`src/rtl/pc_trace_monitor.sv`:
```
// Run controller and commit-trace recorder that sits beside the core.
// It sequences core reset, counts run cycles, detects halt or timeout, and keeps a circular PC/instruction trace.
module pc_trace_monitor #(
  parameter int unsigned PC_W        = 32,
  parameter int unsigned INSTR_W     = 32,
  parameter int unsigned DEPTH       = 16,
  parameter int unsigned MAX_CYCLES  = 1000,
  parameter int unsigned HALT_REPEAT = 4,
  parameter int unsigned RESET_HOLD  = 2
) (
  input  logic                     clk,
  input  logic                     rst,
  output logic                     core_rst,
  input  logic                     commit_valid,
  input  logic [PC_W-1:0]          pc_in,
  input  logic [INSTR_W-1:0]       instr_in,
  input  logic                     rd_en,
  output logic                     rd_valid,
  output logic [PC_W-1:0]          rd_pc,
  output logic [INSTR_W-1:0]       rd_instr,
  output logic [$clog2(DEPTH):0]   count,
  output logic                     overflow,
  output logic                     running,
  output logic                     halted,
  output logic                     timeout,
  output logic [31:0]              cycle_count
);

  localparam int unsigned PTR_W  = $clog2(DEPTH);
  localparam int unsigned CNT_W  = PTR_W + 1;
  localparam int unsigned HOLD_W = (RESET_HOLD > 1) ? $clog2(RESET_HOLD) : 1;
  localparam int unsigned REP_W  = $clog2(HALT_REPEAT + 1);

  localparam logic [HOLD_W-1:0] HOLD_LAST = HOLD_W'(RESET_HOLD - 1);
  localparam logic [REP_W-1:0]  REP_LAST  = REP_W'(HALT_REPEAT);
  localparam logic [31:0]       CYC_LAST  = 32'(MAX_CYCLES - 1);
  localparam logic [CNT_W-1:0]  CNT_FULL  = CNT_W'(DEPTH);

  typedef enum logic [1:0] {S_HOLD, S_RUN, S_HALT, S_TMO} state_e;

  state_e              state_q, state_d;
  logic                rel_q;
  logic [HOLD_W-1:0]   hold_cnt_q, hold_cnt_d;
  logic [31:0]         cycle_q, cycle_d;
  logic [PC_W-1:0]     last_pc_q, last_pc_d;
  logic                last_valid_q, last_valid_d;
  logic [REP_W-1:0]    rep_q, rep_d, rep_next;
  logic                halt_hit;

  logic [PTR_W-1:0]    wr_ptr_q, wr_ptr_d, rd_ptr_q, rd_ptr_d;
  logic [CNT_W-1:0]    count_q, count_d;
  logic                overflow_q, overflow_d;
  logic                rd_valid_q, rd_valid_d;
  logic [PC_W-1:0]     rd_pc_q, rd_pc_d;
  logic [INSTR_W-1:0]  rd_instr_q, rd_instr_d;

  logic [PC_W-1:0]     pc_mem    [DEPTH];
  logic [INSTR_W-1:0]  instr_mem [DEPTH];

  logic wr_en, rd_fire, full;

  assign wr_en   = commit_valid && (state_q == S_RUN);
  assign rd_fire = rd_en && (count_q != '0);
  assign full    = (count_q == CNT_FULL);

  // NOTE: every variable gets its default first so no path through the block leaves it unassigned (no latches).
  always_comb begin
    state_d      = state_q;
    hold_cnt_d   = hold_cnt_q;
    cycle_d      = cycle_q;
    last_pc_d    = last_pc_q;
    last_valid_d = last_valid_q;
    rep_d        = rep_q;
    rep_next     = REP_W'(1);
    halt_hit     = 1'b0;

    if (wr_en) begin
      if (last_valid_q && (pc_in == last_pc_q)) rep_next = rep_q + REP_W'(1);
      rep_d        = rep_next;
      last_pc_d    = pc_in;
      last_valid_d = 1'b1;
      halt_hit     = (rep_next == REP_LAST);
    end

    unique case (state_q)
      // The first edge after release only registers it; the hold count starts on the next one.
      S_HOLD: begin
        if (rel_q) begin
          if (hold_cnt_q == HOLD_LAST) state_d = S_RUN;
          else                         hold_cnt_d = hold_cnt_q + HOLD_W'(1);
        end
      end
      S_RUN: begin
        if (cycle_q != '1) cycle_d = cycle_q + 32'd1;
        if (halt_hit)                 state_d = S_HALT;
        else if (cycle_q == CYC_LAST) state_d = S_TMO;
      end
      default: ;
    endcase
  end

  always_comb begin
    wr_ptr_d   = wr_ptr_q;
    rd_ptr_d   = rd_ptr_q;
    count_d    = count_q;
    overflow_d = overflow_q;
    rd_valid_d = rd_fire;
    rd_pc_d    = rd_pc_q;
    rd_instr_d = rd_instr_q;

    if (rd_fire) begin
      rd_pc_d    = pc_mem[rd_ptr_q];
      rd_instr_d = instr_mem[rd_ptr_q];
      rd_ptr_d   = rd_ptr_q + PTR_W'(1);
    end

    if (wr_en) begin
      wr_ptr_d = wr_ptr_q + PTR_W'(1);
      // A simultaneous pop frees the slot, so only a lone write into a full buffer drops the oldest entry.
      if (!rd_fire) begin
        if (full) begin
          rd_ptr_d   = rd_ptr_q + PTR_W'(1);
          overflow_d = 1'b1;
        end else begin
          count_d = count_q + CNT_W'(1);
        end
      end
    end else if (rd_fire) begin
      count_d = count_q - CNT_W'(1);
    end
  end

  // NOTE: sequential state uses non-blocking assignments so every flop samples pre-edge values.
  always_ff @(posedge clk or negedge rst) begin
    if (!rst) begin
      state_q      <= S_HOLD;
      rel_q        <= 1'b0;
      hold_cnt_q   <= '0;
      cycle_q      <= '0;
      last_pc_q    <= '0;
      last_valid_q <= 1'b0;
      rep_q        <= '0;
      wr_ptr_q     <= '0;
      rd_ptr_q     <= '0;
      count_q      <= '0;
      overflow_q   <= 1'b0;
      rd_valid_q   <= 1'b0;
      rd_pc_q      <= '0;
      rd_instr_q   <= '0;
    end else begin
      state_q      <= state_d;
      rel_q        <= 1'b1;
      hold_cnt_q   <= hold_cnt_d;
      cycle_q      <= cycle_d;
      last_pc_q    <= last_pc_d;
      last_valid_q <= last_valid_d;
      rep_q        <= rep_d;
      wr_ptr_q     <= wr_ptr_d;
      rd_ptr_q     <= rd_ptr_d;
      count_q      <= count_d;
      overflow_q   <= overflow_d;
      rd_valid_q   <= rd_valid_d;
      rd_pc_q      <= rd_pc_d;
      rd_instr_q   <= rd_instr_d;
    end
  end

  // NOTE: trace storage is deliberately not reset; count_q=0 hides stale entries and the array can map to RAM.
  always_ff @(posedge clk) begin
    if (wr_en) begin
      pc_mem[wr_ptr_q]    <= pc_in;
      instr_mem[wr_ptr_q] <= instr_in;
    end
  end

  assign core_rst    = (state_q == S_HOLD);
  assign running     = (state_q == S_RUN);
  assign halted      = (state_q == S_HALT);
  assign timeout     = (state_q == S_TMO);
  assign cycle_count = cycle_q;
  assign count       = count_q;
  assign overflow    = overflow_q;
  assign rd_valid    = rd_valid_q;
  assign rd_pc       = rd_pc_q;
  assign rd_instr    = rd_instr_q;

endmodule
```
`config.mk`:
```
export PLATFORM = sky130hd
export DESIGN_NAME = pc_trace_monitor
export DESIGN_NICKNAME = d
export VERILOG_FILES = /design/src/rtl/pc_trace_monitor.sv
export SDC_FILE = /design/constraint.sdc
export NUM_CORES = 1
export LEC_CHECK = 0
export ABC_AREA = 1
export CAP_MARGIN = 20
export CORE_MARGIN = 4
export CORE_UTILIZATION = 50
export DETAILED_ROUTE_END_ITERATION = 10
export PLACE_DENSITY_LB_ADDON = 0.25
export SYNTH_ARGS = -nofsm -noshare
export SYNTH_HDL_FRONTEND = slang
export SYNTH_SLANG_ARGS = --single-unit
```
`constraint.sdc`:
```
create_clock -name clk -period 5.9 [get_ports clk]
set_input_delay 1.18 -clock clk [delete_from_list [all_inputs] [get_ports clk]]
set_output_delay 1.18 -clock clk [all_outputs]
set_load 0.03 [all_outputs]
```
== Word-level counts from Yosys, hierarchy flattened ==
Memories as Yosys holds them, arrays and structs flattened. A register that Yosys moved wholly into a read port is not among the register bits.
Cells that the tools add are included.

* Register bits: 87
* Memory bits (writable): 1024
* Memories kept: 2

* Add/sub/neg operators: 7
* Equality and inequality tests: 13
* Mux-type cells: 19
* Bitwise logic cells: 1
* Reduce and logical (&&, ||, !) cells: 14

{| class="wikitable"
|+ Memory list
! memory !! words !! bits a word !! read ports !! clocked after memory_dff !! wr ports !! line !! RTL
|-
| instr_mem || 16 || 32 || 1 || 1 || 1 || 58 || <nowiki>logic [INSTR_W-1:0] instr_mem [DEPTH];</nowiki>
|-
| pc_mem || 16 || 32 || 1 || 1 || 1 || 57 || <nowiki>logic [PC_W-1:0] pc_mem [DEPTH];</nowiki>
|}

{| class="wikitable"
|+ Operators with widths
! kind !! number
|-
| 32-bit by 1-bit adder with 32-bit output, second input constant || 1
|-
| 32-bit by 10-bit == test with 1-bit output, second input constant || 1
|-
| 32-bit == test || 1
|-
| 32-bit != test, second input constant || 1
|-
| 5-bit 2-to-1 mux || 4
|-
| 4-bit 2-to-1 mux || 4
|-
| 4-bit by 1-bit adder with 4-bit output, second input constant || 2
|-
| 2-bit 2-to-1 mux || 4
|-
| 3-bit 2-to-1 mux || 2
|-
| 3-bit AND reduction || 2
|-
| 5-bit by 1-bit adder with 5-bit output, second input constant || 1
|-
| 5-bit == test, second input constant || 1
|-
| 5-bit nonzero test || 1
|-
| 5-bit by 1-bit subtractor with 5-bit output, second input constant || 1
|-
| 2-bit == test, second input constant || 2
|-
| 1-bit 2-to-1 mux || 4
|-
| 2-bit by 1-bit != test with 1-bit output, second input constant || 2
|-
| 2-bit != test, second input constant || 2
|-
| 2-bit case mux with 2 select lines || 1
|-
| 2-bit AND reduction || 2
|-
| 4-bit AND reduction || 1
|-
| 2-bit nonzero test || 2
|-
| 3-bit by 1-bit adder with 3-bit output, second input constant || 1
|-
| 3-bit == test, second input constant || 1
|-
| other kinds (7) || 10
|}

== Logic depth before layout (Yosys ltp) ==
* Depth in word-level cells: 8
* Depth in mapped cells: 12
* Gate-level depth less buffers: 12

== Worst setup path before layout ==
Ideal clock, no wire load.

* Kind: input to register
* Start: input commit_valid
* End: memory instr_mem[11][0], enable pin
* Arrival time: 6188 ps
* Required time: 5335 ps
* Path slack: -853 ps
* Stages on the path: 5
* Buffers on the path: 1
* Cells stage by stage: inv_1 nor2_2 inv_2 clkbuf_1 nor3_1

* Cells in the longest elaborated chain, start to end: 3

{| class="wikitable"
|+ Ends and longest elaborated chain
! what !! line !! RTL
|-
| from (decl) || 14 || <nowiki>input logic commit_valid,</nowiki>
|-
| 1-bit logical AND || 62 || <nowiki>assign wr_en = commit_valid && (state_q == S_RUN);</nowiki>
|-
| 1-bit 2-to-1 mux || 170 || <nowiki>if (wr_en) begin</nowiki>
|-
| 1-bit 2-to-1 mux (not written as such) || 172 || <nowiki>instr_mem[wr_ptr_q] <= instr_in;</nowiki>
|-
| to (decl) || 58 ||
|}

No other way between the ends.

== Final worst setup path ==
* Start: input commit_valid
* End: memory instr_mem[6][31], enable pin

Same word-level chain as after synthesis.

==> results.json <==
{
  "hpwl_um": 63100,
  "hold_depth": 1,
  "clkPwrFrac_pct": 30.8,
  "worst_slew_pin_slew_ns": 1.09,
  "drv_cap": 0,
  "place.gp.congestion": 0.873,
  "grt-ovfl-total": 0,
  "rsz0062_at_grt": "false",
  "r2r_start": "rd_ptr_q[0]$_DFF_PN0_",
  "area_growth_pct": 15.0,
  "drc": 0,
  "worstReg2RegEnd": "rd_pc[24]$_DFFE_PN0P_",
  "routedWlPerCell_um": 22.3,
  "most-common-layout-cells": "1024 x edfxtp_1, 682 x nor2_1, 565 x o21ai_0",
  "pwr_density_cell_mw_per_mm2": 459,
  "hold_buffers": 0,
  "startpoint_type": "input port",
  "post_cts_resized": 0,
  "clock-root-buffer": "clkbuf_16",
  "r2r_slack_ns": 2.60,
  "num_antenna_cells": 0,
  "syn_nets": 3796,
  "crit_start": "commit_valid",
  "hold_viol": 0,
  "slew_headroom_pct": 27.1,
  "fin_setup_tns_ns": 0,
  "setup-violations-final": 0,
  "grt_pass1_vias": 29200,
  "core_mm2": 0.0919,
  "power.leakage_nw": 18.3,
  "switching_share_pct": 34.7,
  "crit_type": "in2reg",
  "min_period_ns": 3.43,
  "slowest_delay_ns": 0.77,
  "r2r_cells": 8,
  "critPathMostFrequentCell": "nor2_4",
  "clk_pin_slew_ns": 0.06,
  "ys_warn_count": 0,
  "antenna_found_initial": 3,
  "worstPathRequired_ns": 6.23,
  "comb_power_share_pct": 29.7,
  "min_path_type": "reg2reg",
  "synth_seq_cells": 1175,
  "worstPathCellList": "clkdlybuf4s50_1 -> inv_1 -> nor2_4 -> nand2_1 -> nor2_4 -> buf_4",
  "dieArea_mm2": 0.0980,
  "postSynthAreaPerCell_um2": 12.5,
  "hold_path_startpoint": "hold_cnt_q$_DFFE_PN0P_",
  "vias": 29900,
  "switchingPower_mw": 8.52,
  "clockBufferDepth": 3,
  "die_height_um": 313,
  "ios": 175,
  "clock_sinks": 1175,
  "start_util_pct": 50.6,
  "grt_usage_pct": 23.1,
  "postSynthCellCount": 3717,
  "cp.arrival_ns": 3.77,
  "holdPathEnd": "hold_cnt_q$_DFFE_PN0P_",
  "postRouteAntennaNets": 0,
  "critPathCaptureType": "flop",
  "fin_crit_sh_pct": 58.2,
  "port-buffer-count": 174,
  "finClkSkew_ns": 0.0308,
  "worstPathMaxFanout": 22,
  "layout_commonest_cell": "edfxtp_1",
  "ir_drop_mv": 0.378,
  "synth.yosys.seq_area_share_pct": 74.2,
  "cts_tree": "yes",
  "synthDistinctLibCells": 40,
  "drt_wl_total_um": 116000,
  "p_int_mw": 16.1,
  "vias_per_cell": 5.77,
  "grt_pass1_wl_um": 176000,
  "max_freq_mhz": 291,
  "post-route-util_pct": 58.2,
  "seq_power_share_pct": 39.5,
  "rows": 111,
  "drive_gt1_share_pct": 7.40,
  "synth_area_mm2": 0.0465,
  "drv_slew": 0,
  "grt_max_degree": 210,
  "slowest_stage": "nor2_4",
  "finalNetCount": 3913,
  "clkLatencyLatePin_ns": 0.69,
  "postCtsSetupBuffers": 0,
  "drtIter0Drc": 2880,
  "numCtsBuffers": 115,
  "status": "complete, no violations",
  "first_pass_iters": 7,
  "die_width_um": 313,
  "htreeDepth": 3
}
[power groups by stage]
stage / logic, mW / registers (mW) / clock network [mW]
after floorplan: 4.54 / 10.1 / 0
after global placement: 7.22 / 9.87 / 0
after detailed placement: 7.31 / 9.87 / 0
after CTS: 7.34 / 9.71 / 7.68
after global routing: 8.01 / 9.75 / 8.03
final: 7.31 / 9.71 / 7.57
[per-stage QoR]
stage               instances  hold WS [ns]  total power [mW]  area, µm²  worst slack, ns
floorplan                3717         0.422              14.6      46500           -0.853
global placement         4960         0.436              17.1      49600             1.85
detailed placement       4960         0.445              17.2      49600             1.84
CTS                      5178         0.459              24.7      53500             2.50
global route             5178         0.488              25.8      53500             2.35
finish                   5178         0.452              24.6      53500             2.47
[kinds of logic (layout without fill, tap and decap cells)]
group / Yosys count / count (layout) / share of synthesized area, %
flops: 1175 / 1175 / 74.2
other cells: 1 / 1 / 0.00806
compound gates: 1007 / 1007 / 12.0
simple gates: 1148 / 1148 / 9.65
xor+xnor: 48 / 48 / 0.903
fa+ha+maj: 11 / 11 / 0.312
buf+inv: 326 / 544 / 2.93
mux: 1 / 1 / 0.0242
[cells in the mapped netlist (all sizes together)]
cell,number,area (µm²)
dfrtp,151,3780
xnor2,19,166
buf,79,429
nor2,706,2700
ha,10,125
nand2b,1,6.26
or2,2,15.0
nor3,17,105
mux2,1,11.3
a21o,1,7.51
clkbuf,155,584
fa,1,20.0
o21ai,626,3140
o21bai,53,398
nand3,13,70.1
a21oi,18,90.1
a32o,1,10.0
nand4,14,87.6
conb,1,3.75
nor4,6,37.5
xor2,29,254
o22ai,308,1930
inv,92,348
nand2,389,1480
edfxtp,1024,30700
[registers in the layout, summed over array words and instances, names as in the netlist]
register / count
rd_instr: 32
rel_q: 1
wr_ptr_q: 4
rd_valid: 1
state_q: 2
rd_pc: 32
pc_mem: 512
last_pc_q: 32
rep_q: 3
hold_cnt_q: 1
cycle_count: 32
last_valid_q: 1
overflow: 1
instr_mem: 512
count: 5
rd_ptr_q: 4
[critical path, delay by kind of cell]
| kind | cells | cell delay [ns] |
|---|---|---|
| and+or+nand+nor | 3 | 1.57 |
| buffers and inverters | 3 | 0.99 |
[layer usage]
layer,vias up,global-route usage [%],share of wire (%)
met1,15000,32.4,42
met3,176,3.33,6.4
met2,1080,38.3,49
li1,13700,-,-
met4,2,6.51,2.5
met5,-,0,0.0061
[worst max path at each step]
stage          slack, ns                         end  depth (start not counted)
6_report            2.47  instr_mem[6][31]$_DFFE_PP_                          6
5_1_grt             2.35  instr_mem[6][31]$_DFFE_PP_                          6
4_1_cts             2.50                     running                          4
3_3_place_gp        1.85  instr_mem[6][14]$_DFFE_PP_                          6
2_1_floorplan      -0.85  instr_mem[11][0]$_DFFE_PP_                          5
3_5_place_dp        1.84  instr_mem[6][17]$_DFFE_PP_                          6
[layout make-up]
cell class	count	area, µm²
multi-input combinational	2216	10800
clock inverter	69	832
sequential	1175	34500
tap	1243	1560
timing repair buffer	234	2350
fill	7376	38400
inverter	92	374
clock buffer	149	3100
No activity file was read; power rests on OpenSTA's default activity.
